<file path="src/rtl/decode_ctrl_pkg.sv">
// Decode-stage shared types: opcodes, immediate selects,
// the control bundle and the instruction decode function.
package decode_ctrl_pkg;

    localparam logic [6:0] OPC_LUI    = 7'b0110111;
    localparam logic [6:0] OPC_AUIPC  = 7'b0010111;
    localparam logic [6:0] OPC_JAL    = 7'b1101111;
    localparam logic [6:0] OPC_JALR   = 7'b1100111;
    localparam logic [6:0] OPC_BRANCH = 7'b1100011;
    localparam logic [6:0] OPC_LOAD   = 7'b0000011;
    localparam logic [6:0] OPC_STORE  = 7'b0100011;
    localparam logic [6:0] OPC_OPIMM  = 7'b0010011;
    localparam logic [6:0] OPC_OP     = 7'b0110011;
    localparam logic [6:0] OPC_FENCE  = 7'b0001111;

    localparam logic [6:0] F7_BASE   = 7'b0000000;
    localparam logic [6:0] F7_ALT    = 7'b0100000;
    localparam logic [6:0] F7_MULDIV = 7'b0000001;

    localparam logic [2:0] IMM_I = 3'b000;
    localparam logic [2:0] IMM_S = 3'b001;
    localparam logic [2:0] IMM_B = 3'b010;
    localparam logic [2:0] IMM_U = 3'b011;
    localparam logic [2:0] IMM_J = 3'b100;

    typedef struct packed {
        logic reg_write;
        logic mem_read;
        logic mem_write;
        logic branch;
        logic jump;
        logic alu_src;
        logic is_muldiv;
        logic alu_sub_sra;
    } ctrl_t;

    typedef struct packed {
        ctrl_t      ctrl;
        logic [2:0] imm_src;
        logic       illegal;
    } dec_t;

    function automatic dec_t decode(
        input logic [31:0] instr,
        input logic        fence_nop
    );
        dec_t       d;
        logic [2:0] f3;
        logic [6:0] f7;
        logic       wr;
        d  = '0;
        f3 = instr[14:12];
        f7 = instr[31:25];
        wr = 1'b0;
        case (instr[6:0])
            OPC_LUI, OPC_AUIPC: begin
                d.imm_src = IMM_U;
                wr        = 1'b1;
            end
            OPC_JAL: begin
                d.imm_src   = IMM_J;
                d.ctrl.jump = 1'b1;
                wr          = 1'b1;
            end
            OPC_JALR: begin
                d.ctrl.jump = 1'b1;
                wr          = 1'b1;
                d.illegal   = (f3 != 3'b000);
            end
            OPC_BRANCH: begin
                d.imm_src     = IMM_B;
                d.ctrl.branch = 1'b1;
                d.illegal     = (f3[2:1] == 2'b01);
            end
            OPC_LOAD: begin
                d.ctrl.mem_read = 1'b1;
                wr              = 1'b1;
                d.illegal       = (f3 == 3'b011)
                                | (f3[2:1] == 2'b11);
            end
            OPC_STORE: begin
                d.imm_src        = IMM_S;
                d.ctrl.mem_write = 1'b1;
                d.illegal        = (f3 > 3'b010);
            end
            OPC_OPIMM: begin
                d.ctrl.alu_src = 1'b1;
                wr             = 1'b1;
                if (f3 == 3'b001) begin
                    d.illegal = (f7 != F7_BASE);
                end else if (f3 == 3'b101) begin
                    d.illegal = (f7 != F7_BASE)
                              & (f7 != F7_ALT);
                    d.ctrl.alu_sub_sra = (f7 == F7_ALT);
                end
            end
            OPC_OP: begin
                wr = 1'b1;
                if (f7 == F7_ALT) begin
                    d.ctrl.alu_sub_sra = 1'b1;
                    d.illegal = (f3 != 3'b000)
                              & (f3 != 3'b101);
                end else if (f7 == F7_MULDIV) begin
                    d.ctrl.is_muldiv = 1'b1;
                end else begin
                    d.illegal = (f7 != F7_BASE);
                end
            end
            OPC_FENCE: d.illegal = !fence_nop;
            default:   d.illegal = 1'b1;
        endcase
        d.ctrl.reg_write = wr & (instr[11:7] != 5'd0);
        if (d.illegal) begin
            d.ctrl    = '0;
            d.imm_src = IMM_I;
        end
        return d;
    endfunction

endpackage

</file>
<file path="src/rtl/decode_ctrl_if.sv">
// Fetch-to-decode handshake: instruction word and PC
// offered under valid, consumed when decode raises ready.
interface decode_ctrl_if #(
    parameter int XLEN = 32
);
    logic            if_valid;
    logic [31:0]     if_instr;
    logic [XLEN-1:0] if_pc;
    logic            id_ready;

    modport master (
        output if_valid, if_instr, if_pc,
        input  id_ready
    );

    modport slave (
        input  if_valid, if_instr, if_pc,
        output id_ready
    );
endinterface

</file>
<file path="src/rtl/decode_ctrl_imm_extend.sv">
// Shared immediate extender: builds the sign-extended
// immediate for the selected instruction format.
module decode_ctrl_imm_extend
    import decode_ctrl_pkg::*;
(
    input  logic [31:7] i_instr,
    input  logic [2:0]  i_imm_src,
    output logic [31:0] o_imm
);
    logic w_s;
    assign w_s = i_instr[31];

    // Format select; unused encodings yield zero.
    always_comb begin
        o_imm = '0;
        case (i_imm_src)
            IMM_I: o_imm = {{20{w_s}}, i_instr[31:20]};
            IMM_S: o_imm = {{20{w_s}}, i_instr[31:25],
                            i_instr[11:7]};
            IMM_B: o_imm = {{20{w_s}}, i_instr[7],
                            i_instr[30:25],
                            i_instr[11:8], 1'b0};
            IMM_U: o_imm = {i_instr[31:12], 12'd0};
            IMM_J: o_imm = {{12{w_s}}, i_instr[19:12],
                            i_instr[20], i_instr[30:21],
                            1'b0};
            default: o_imm = '0;
        endcase
    end
endmodule

</file>
<file path="src/rtl/decode_ctrl.sv">
// Decode stage: decodes the fetched word, detects load-use
// hazards and registers the result into the ID/EX stage.
module decode_ctrl
    import decode_ctrl_pkg::*;
#(
    parameter int XLEN      = 32,
    parameter bit FENCE_NOP = 1'b1
) (
    input  logic            clk,
    input  logic            rst_n,
    decode_ctrl_if.slave    fetch,
    input  logic            flush,
    input  logic            hz_load_valid,
    input  logic [4:0]      hz_load_rd,
    input  logic            ex_ready,
    output logic            ex_valid,
    output logic [XLEN-1:0] ex_pc,
    output logic [31:0]     ex_imm,
    output logic [4:0]      ex_rs1,
    output logic [4:0]      ex_rs2,
    output logic [4:0]      ex_rd,
    output logic [2:0]      ex_funct3,
    output logic [2:0]      ex_imm_src,
    output ctrl_t           ex_ctrl,
    output logic            ex_illegal
);
    dec_t            w_dec;
    logic [31:0]     w_imm;
    logic [6:0]      w_opc;
    logic [4:0]      w_rs1;
    logic [4:0]      w_rs2;
    logic            w_uses_rs1;
    logic            w_uses_rs2;
    logic            w_stall;
    logic            w_ready;
    logic            w_accept;

    logic            r_valid;
    logic [XLEN-1:0] r_pc;
    logic [31:0]     r_imm;
    logic [4:0]      r_rs1;
    logic [4:0]      r_rs2;
    logic [4:0]      r_rd;
    logic [2:0]      r_funct3;
    logic [2:0]      r_imm_src;
    ctrl_t           r_ctrl;
    logic            r_illegal;

    assign w_dec = decode(fetch.if_instr, FENCE_NOP);
    assign w_opc = fetch.if_instr[6:0];
    assign w_rs1 = fetch.if_instr[19:15];
    assign w_rs2 = fetch.if_instr[24:20];

    decode_ctrl_imm_extend u_imm (
        .i_instr   (fetch.if_instr[31:7]),
        .i_imm_src (w_dec.imm_src),
        .o_imm     (w_imm)
    );

    assign w_uses_rs1 = (w_opc != OPC_LUI)
                      & (w_opc != OPC_AUIPC)
                      & (w_opc != OPC_JAL);
    assign w_uses_rs2 = (w_opc == OPC_OP)
                      | (w_opc == OPC_STORE)
                      | (w_opc == OPC_BRANCH);

    assign w_stall = hz_load_valid
                   & (hz_load_rd != 5'd0)
                   & ((w_uses_rs1 & (w_rs1 == hz_load_rd))
                   |  (w_uses_rs2 & (w_rs2 == hz_load_rd)));

    // Flush does not gate ready: fetch still sees its word
    // consumed, the word is simply dropped below.
    assign w_ready  = (!r_valid | ex_ready) & !w_stall;
    assign w_accept = fetch.if_valid & w_ready;
    assign fetch.id_ready = w_ready;

    // ID/EX register: flush kills, accept loads, a drained
    // slot becomes a bubble, otherwise hold under backpressure.
    always_ff @(posedge clk or negedge rst_n) begin
        if (!rst_n) begin
            r_valid   <= 1'b0;
            r_pc      <= '0;
            r_imm     <= '0;
            r_rs1     <= '0;
            r_rs2     <= '0;
            r_rd      <= '0;
            r_funct3  <= '0;
            r_imm_src <= '0;
            r_ctrl    <= '0;
            r_illegal <= 1'b0;
        end else if (flush) begin
            r_valid <= 1'b0;
        end else if (w_accept) begin
            r_valid   <= 1'b1;
            r_pc      <= fetch.if_pc;
            r_imm     <= w_imm;
            r_rs1     <= w_rs1;
            r_rs2     <= w_rs2;
            r_rd      <= fetch.if_instr[11:7];
            r_funct3  <= fetch.if_instr[14:12];
            r_imm_src <= w_dec.imm_src;
            r_ctrl    <= w_dec.ctrl;
            r_illegal <= w_dec.illegal;
        end else if (ex_ready) begin
            r_valid <= 1'b0;
        end
    end

    assign ex_valid   = r_valid;
    assign ex_pc      = r_pc;
    assign ex_imm     = r_imm;
    assign ex_rs1     = r_rs1;
    assign ex_rs2     = r_rs2;
    assign ex_rd      = r_rd;
    assign ex_funct3  = r_funct3;
    assign ex_imm_src = r_imm_src;
    assign ex_ctrl    = r_ctrl;
    assign ex_illegal = r_illegal;
endmodule

</file>
<file path="src/flat_wrapper.sv">
// flat-port wrapper written by rule: the top's interface ports become plain ports
module decode_ctrl_flat import decode_ctrl_pkg::*;
#(
    parameter int XLEN      = 32,
    parameter bit FENCE_NOP = 1'b1
)
  (clk, rst_n, flush, hz_load_valid, hz_load_rd, ex_ready, ex_valid, ex_pc, ex_imm, ex_rs1, ex_rs2, ex_rd, ex_funct3, ex_imm_src, ex_ctrl, ex_illegal, fetch_if_valid, fetch_if_instr, fetch_if_pc, fetch_id_ready);
  decode_ctrl_if #(.XLEN(XLEN)) fetch_i ();
  input  logic clk;
  input  logic rst_n;
  input  logic flush;
  input  logic hz_load_valid;
  input  logic [4:0] hz_load_rd;
  input  logic ex_ready;
  output logic ex_valid;
  output logic [XLEN-1:0] ex_pc;
  output logic [31:0] ex_imm;
  output logic [4:0] ex_rs1;
  output logic [4:0] ex_rs2;
  output logic [4:0] ex_rd;
  output logic [2:0] ex_funct3;
  output logic [2:0] ex_imm_src;
  output ctrl_t ex_ctrl;
  output logic ex_illegal;
  input wire logic [$bits(fetch_i.if_valid)-1:0] fetch_if_valid;
  input wire logic [$bits(fetch_i.if_instr)-1:0] fetch_if_instr;
  input wire logic [$bits(fetch_i.if_pc)-1:0] fetch_if_pc;
  output wire logic [$bits(fetch_i.id_ready)-1:0] fetch_id_ready;
  assign fetch_i.if_valid = fetch_if_valid;
  assign fetch_i.if_instr = fetch_if_instr;
  assign fetch_i.if_pc = fetch_if_pc;
  assign fetch_id_ready = fetch_i.id_ready;
  decode_ctrl #(.XLEN(XLEN), .FENCE_NOP(FENCE_NOP)) u_core (.clk(clk), .rst_n(rst_n), .fetch(fetch_i), .flush(flush), .hz_load_valid(hz_load_valid), .hz_load_rd(hz_load_rd), .ex_ready(ex_ready), .ex_valid(ex_valid), .ex_pc(ex_pc), .ex_imm(ex_imm), .ex_rs1(ex_rs1), .ex_rs2(ex_rs2), .ex_rd(ex_rd), .ex_funct3(ex_funct3), .ex_imm_src(ex_imm_src), .ex_ctrl(ex_ctrl), .ex_illegal(ex_illegal));
endmodule
</file>
<file path="config.mk">
export PLATFORM = sky130hd
export DESIGN_NAME = decode_ctrl_flat
export DESIGN_NICKNAME = d
export VERILOG_FILES = /design/src/rtl/decode_ctrl_pkg.sv /design/src/rtl/decode_ctrl_if.sv /design/src/rtl/decode_ctrl_imm_extend.sv /design/src/rtl/decode_ctrl.sv /design/src/flat_wrapper.sv
export SDC_FILE = /design/constraint.sdc
export NUM_CORES = 1
export LEC_CHECK = 0
export CAP_MARGIN = 20
export CORE_MARGIN = 2
export CORE_UTILIZATION = 46
export DETAILED_ROUTE_END_ITERATION = 12
export PLACE_DENSITY = 0.81
export SYNTH_ARGS = -nofsm -noshare
export SYNTH_HDL_FRONTEND = slang
export SYNTH_HIERARCHICAL = 1
export SYNTH_SLANG_ARGS = --single-unit
</file>
<file path="constraint.sdc">
create_clock -name clk -period 2.53 [get_ports clk]
set_input_delay 0.6325 -clock clk [delete_from_list [all_inputs] [get_ports clk]]
set_output_delay 0.6325 -clock clk [all_outputs]
set_load 0.02 [all_outputs]
</file>
After elaboration in Yosys (flattened, before gate mapping)
Index checks and enable logic that the tools add are counted.
{"block": "word_totals", "output_inout_bits": 96, "mem_bits_rw": 0, "latchBits": 0, "mem_count": 0, "ff_bits": 95, "mem_bits_ro": 0, "wordCells": 100}
{"block": "op_classes", "addsub": 0, "n_lt_le_gt_ge": 1, "n_shift": 0, "mul": 0, "muxes": 24, "n_reduce_logical": 13, "eq_ne": 28, "n_bitwise": 17, "n_div": 0}
{"op": "32-bit one-hot mux with 5 select lines", "count": 1}
{"op": "7-bit by 6-bit equality test with 1-bit output, second input constant", "count": 4}
{"op": "7-bit equality test, second input constant", "count": 3}
{"op": "1-bit two-way mux", "count": 19}
{"op": "7-bit by 5-bit equality test with 1-bit output, second input constant", "count": 2}
{"op": "7-bit by 6-bit != test with 1-bit output, second input constant", "count": 2}
{"op": "3-bit one-hot mux with 4 select lines", "count": 1}
{"op": "1-bit AND", "count": 11}
{"op": "11-bit two-way mux", "count": 1}
{"op": "5-bit equality test", "count": 2}
{"op": "5-bit nonzero test", "count": 2}
{"op": "3-bit by 2-bit equality test with 1-bit output, second input constant", "count": 3}
{"op": "7-bit by 1-bit equality test with 1-bit output, second input constant", "count": 1}
{"op": "7-bit by 2-bit equality test with 1-bit output, second input constant", "count": 1}
{"op": "7-bit by 4-bit equality test with 1-bit output, second input constant", "count": 1}
{"op": "7-bit by 5-bit != test with 1-bit output, second input constant", "count": 1}
{"op": "7-bit != test, second input constant", "count": 1}
{"op": "1-bit one-hot mux with 7 select lines", "count": 1}
{"op": "7-bit nonzero test", "count": 1}
{"op": "7-bit OR reduction", "count": 1}
{"op": "3-bit by 1-bit equality test with 1-bit output, second input constant", "count": 2}
{"op": "3-bit equality test, second input constant", "count": 2}
{"op": "3-bit nonzero test", "count": 2}
{"op": "1-bit bitwise OR", "count": 5}
{"op": "other kinds (11)", "count": 13}

Logic depth before layout (Yosys ltp)
{"block": "logic_depth", "ltp_word": 11, "mapped_depth": 11, "depth_no_buf": 8}

Hierarchy
The synthesis kept the hierarchy.
{"module": "decode_ctrl", "cells_each": 300, "seq_area_each_um2": 2377.3, "instances": 1, "area_each_um2": 4429.2}
{"module": "decode_ctrl_imm_extend", "cells_each": 94, "seq_area_each_um2": 0.0, "instances": 1, "area_each_um2": 540.5}

Worst setup path before layout
OpenSTA, ideal clock, no wires.
{"block": "synth_timing", "path_type": "input -> register", "from": "input fetch_if_instr[28]", "to": "register u_core.r_imm[11] (netlist: u_core/ex_imm[11])", "required_time_ns": 2.405, "path_buffers": 2, "path_slack_ns": -0.654, "stages": 10, "arrival_ns": 3.060, "setup_time_ns": 0.125, "path_cell_list": "or4_1 a2111oi_0 o41ai_1 a211oi_1 buf_2 nor2b_1 buf_2 a21oi_1 o32ai_1 mux2_2"}
{"item": "start, declared", "line": "flat_wrapper.sv:26", "text": "input wire logic [$bits(fetch_i.if_instr)-1:0] fetch_if_instr;"}
{"item": "end signal, assigned", "line": "decode_ctrl.sv:97", "text": "r_imm <= w_imm;"}
{"item": "end, declared", "line": "decode_ctrl.sv:40", "text": "logic [31:0] r_imm;"}

Worst setup path after layout
{"block": "layout_timing", "from": "input fetch_if_instr[21]", "to": "output fetch_id_ready"}
{"block": "layout_via", "elab_chain_cells": 6}
{"item": "5-bit equality test", "line": "decode_ctrl.sv:70", "text": "| (w_uses_rs2 & (w_rs2 == hz_load_rd)));"}
{"item": "1-bit AND", "line": "decode_ctrl.sv:70"}
{"item": "1-bit bitwise OR", "line": "decode_ctrl.sv:70"}
{"item": "1-bit AND", "line": "decode_ctrl.sv:69", "text": "& ((w_uses_rs1 & (w_rs1 == hz_load_rd))"}
{"item": "1-bit logical NOT", "line": "decode_ctrl.sv:74", "text": "assign w_ready = (!r_valid | ex_ready) & !w_stall;"}
{"item": "1-bit AND", "line": "decode_ctrl.sv:74"}
{"item": "end, declared", "line": "flat_wrapper.sv:28", "text": "output wire logic [$bits(fetch_i.id_ready)-1:0] fetch_id_ready;"}
No other way between the ends.

==> metrics.log <==
[metrics] total iterations of the first detailed-routing run: 5
[metrics] Critical Path AT: 1.99 ns
[metrics] VDD IR max: between 0.0003 and 0.0004 V
[metrics] library cell with the highest instance count after synthesis: sky130_fd_sc_hd__dfrtp_1
[metrics] worst-skew pair later-pin latency: 0.36 ns
[metrics] number of nets with antenna violations after routing: 0
[metrics] final total power: about 4.8 mW
[metrics] layout cell share with drive strength beyond 1: around 45%
[metrics] path class of the lowest-slack min-delay path: in2async
[metrics] clock tree from TritonCTS: yes
[metrics] final design area excluding fillers: 8100 um^2
[metrics] Port Buffers: 170
[metrics] power density normalized to cell area: 589 nW/um^2
[metrics] Final Hold Viols: 0
[metrics] Relative slew margins: a little over a quarter
[metrics] placed wire-length estimate: 10400 um
[metrics] Seq cells post-synth: 95
[metrics] Mapped Avg Cell Area: 12.6 um^2
[metrics] Clock transition at path regs: roughly 0.08 ns
[metrics] routability congestion estimate from global placement: ~0.88
[metrics] total global routing overflow: 0
[metrics] effective utilization at floorplan: a little under half
[metrics] post-route DRC violation count: 0
[metrics] placeable core region: around 10000 um^2
[metrics] via count: between 4000 and 5000
[metrics] number of inserted diodes: 0
[metrics] Yosys top cell by area: sky130_fd_sc_hd__dfrtp_1
[metrics] wire length reported by the detailed router: around 15000 um
[metrics] required time of the critical path: about 1.9 ns
[metrics] warnings from Yosys: 6
[metrics] Worst Setup Start Kind: input port
[metrics] Final setup viols: 31
[metrics] slack of the critical path: -0.0944 ns
[metrics] number of synthesized flops with an enable pin: 0
[metrics] commonest cells in the synthesized netlist: sky130_fd_sc_hd__dfrtp_1, sky130_fd_sc_hd__mux2_4, sky130_fd_sc_hd__mux2_2
[metrics] full die area: about 12000 um^2
[metrics] Cell variety after synth: between 50 and 60
[metrics] number of hold buffers added after CTS: 0
[metrics] Placed Instance Area: roughly 7300 um^2
[metrics] count of H-tree levels built during CTS: 3
[metrics] sequential cell area fraction in the yosys report: 47.8%
[metrics] post-synth net total: around 470
[metrics] outcome: finished with violations
[metrics] total clock sinks: between 90 and 100
[metrics] Worst-Margin Slew: approximately 1.1 ns
[metrics] setup repair after global routing missed its margin: true
[metrics] post-route fraction of the period consumed by the critical path: 104%
[metrics] count of pins on the block boundary: around 170
[metrics] routed wire length per instance: 19.6 um
[metrics] worst setup skew after layout: around 0.013 ns
[metrics] max-cap check violation count: 0
[metrics] Final #Nets: a little over 700
[metrics] accumulated negative setup slack: -0.937 ns
[metrics] leakage power summed over all cells: approximately 3.6 nW
[metrics] fraction of synthesized cell area taken by the top area cell type: between 40% and 50%
[metrics] CTS Buffer Depth: 2
[metrics] synth top area cells: sky130_fd_sc_hd__dfrtp_1, sky130_fd_sc_hd__mux2_4, sky130_fd_sc_hd__mux2_2, sky130_fd_sc_hd__buf_12, sky130_fd_sc_hd__nand2_1
[metrics] chip width: around 110 um
[metrics] initial antenna violation count: 1
[metrics] critical-path maximum fanout: 2
[metrics] area added between synthesis and finish: 62.9%
[metrics] Tmin final: around 2.6 ns
[metrics] Syn Std Cell Area: 4970 um^2
[metrics] floorplan row count: 37
[metrics] kind of end point of the critical path: output port
[metrics] dominant register cell in the synthesized netlist: sky130_fd_sc_hd__dfrtp_1
[metrics] FFs w/ async S/R, synth: 100%
[metrics] GR Util All Layers: 25.3%
[metrics] Num CTS Buffers: 9
[metrics] Post-Syn Instances: slightly below 400
[metrics] average via count per standard cell: about 5.4
[metrics] Max Slew Vio Count: 0
[metrics] height of the die: ~110 um
[metrics] critical path type: in2out
[metrics] CTS Root Cell: sky130_fd_sc_hd__clkbuf_8
[metrics] initial drt markers: 246
[metrics] pin count of the biggest net entering global routing: between 60 and 70
[metrics] via count of the first global-routing pass: between 4000 and 5000
[metrics] FMAX: 0.381 GHz
[metrics] global-route wire length before repair: ~23000 um
[metrics] failing checks: setup timing
## stage by stage
stage	hold WS [ns]	setup WS, ns	cells	util [%]
after floorplan	0.337	-0.268	394	-
final	0.206	-0.0944	781	77.7
after global routing	0.227	-0.137	781	77.7
after detailed placement	0.490	-1.04	749	70.1
after global placement	0.490	-0.991	749	70.1
after CTS	0.207	-0.131	776	75.7
## cell usage in the layout, fill, tap and decap left out, drive strengths merged, types with 3 or more instances in the layout
cell / instances
nand3: 4
xnor2: 5
xor2: 6
dlymetal6s2s: 5
clkbuf: 21
a21oi: 20
clkinv: 3
nand2: 30
o22ai: 14
mux2: 95
clkdlybuf4s50: 137
dfrtp: 95
inv: 12
nor2: 11
mux2i: 4
o21ai: 7
dlygate4sd2: 7
buf: 97
nand2b: 9
nor2b: 10
nand3b: 3
or4: 3
nor3: 8
## worst max-delay path, stage by stage
cell                              delay [ns]
sky130_fd_sc_hd__clkdlybuf4s50_1        0.48
sky130_fd_sc_hd__xor2_1                 0.20
sky130_fd_sc_hd__nor3_4                 0.17
sky130_fd_sc_hd__nand3_2                0.13
sky130_fd_sc_hd__o21ai_4                0.20
sky130_fd_sc_hd__a21oi_2                0.05
sky130_fd_sc_hd__buf_6                  0.13
## final cells by class
cell class,instances,area (um^2)
multi-input cells,264,2810
repair buffers,259,2490
flip-flops and latches,95,2380
fillers,647,2320
well taps,136,170
clock buffers,10,128
clock inverters,6,83.8
inverters,11,41.3
## kinds of logic after synthesis
family | synth area share, %
buffers and inverters | 5.69
AOI/OAI and AO/OA | 6.90
and+or+nand+nor | 10.8
DFF | 47.8
adders and majority gates | 0.227
xor gates and xnor gates | 1.94
muxes | 26.6
## per-layer routing
| layer | share of wire [%] | wire, um | global-route usage, % | vias to the layer above |
|---|---|---|---|---|
| met4 | 2.0 | 303 | 8.52 | 2 |
| met5 | 0.078 | 12 | 0 | - |
| li1 | - | - | - | 1904 |
| met2 | 49 | 7470 | 43.2 | 201 |
| met1 | 41 | 6250 | 31.2 | 2111 |
| met3 | 8.5 | 1310 | 6.57 | 30 |
## path summary, 6_finish.rpt
kind,end,slack (ns),from,depth (start not counted)
max in group asynchronous,u_core/ex_imm[20],1.67,rst_n,2
min in group clk,u_core/ex_pc[6],0.51,u_core/ex_pc[6],1
setup / recovery,fetch_id_ready,-0.09,fetch_if_instr[21],7
hold / removal,u_core/ex_pc[26],0.21,rst_n,1
hold reg to reg,u_core/ex_pc[6],0.51,u_core/ex_pc[6],1
setup reg to reg,u_core/ex_imm[14],0.72,u_core/ex_valid,6
## repair_timing
action                                  CTS  global route
buffers inserted                         11             4
endpoints found under the setup margin   94            44
cloned                                    2             3
pin swaps                                34            27
resized for setup                       136            64
## flip-flops by register name, summed over array words and instances (netlist names)
signal             flops
u_core/ex_valid        1
u_core/ex_imm_src      3
u_core/ex_rd           5
u_core/ex_ctrl         8
u_core/ex_pc          32
u_core/ex_imm         32
u_core/ex_rs2          5
u_core/ex_funct3       3
u_core/ex_illegal      1
u_core/ex_rs1          5
## where the power goes
| group | total [mW] | leakage (nW) | switching, mW | internal [mW] |
|---|---|---|---|---|
| clock network | 1.09 | 0.110 | 0.537 | 0.556 |
| logic | 1.76 | 2.37 | 0.769 | 0.994 |
| registers | 1.92 | 1.13 | 0.151 | 1.77 |
(Power assumes the default switching activity.)
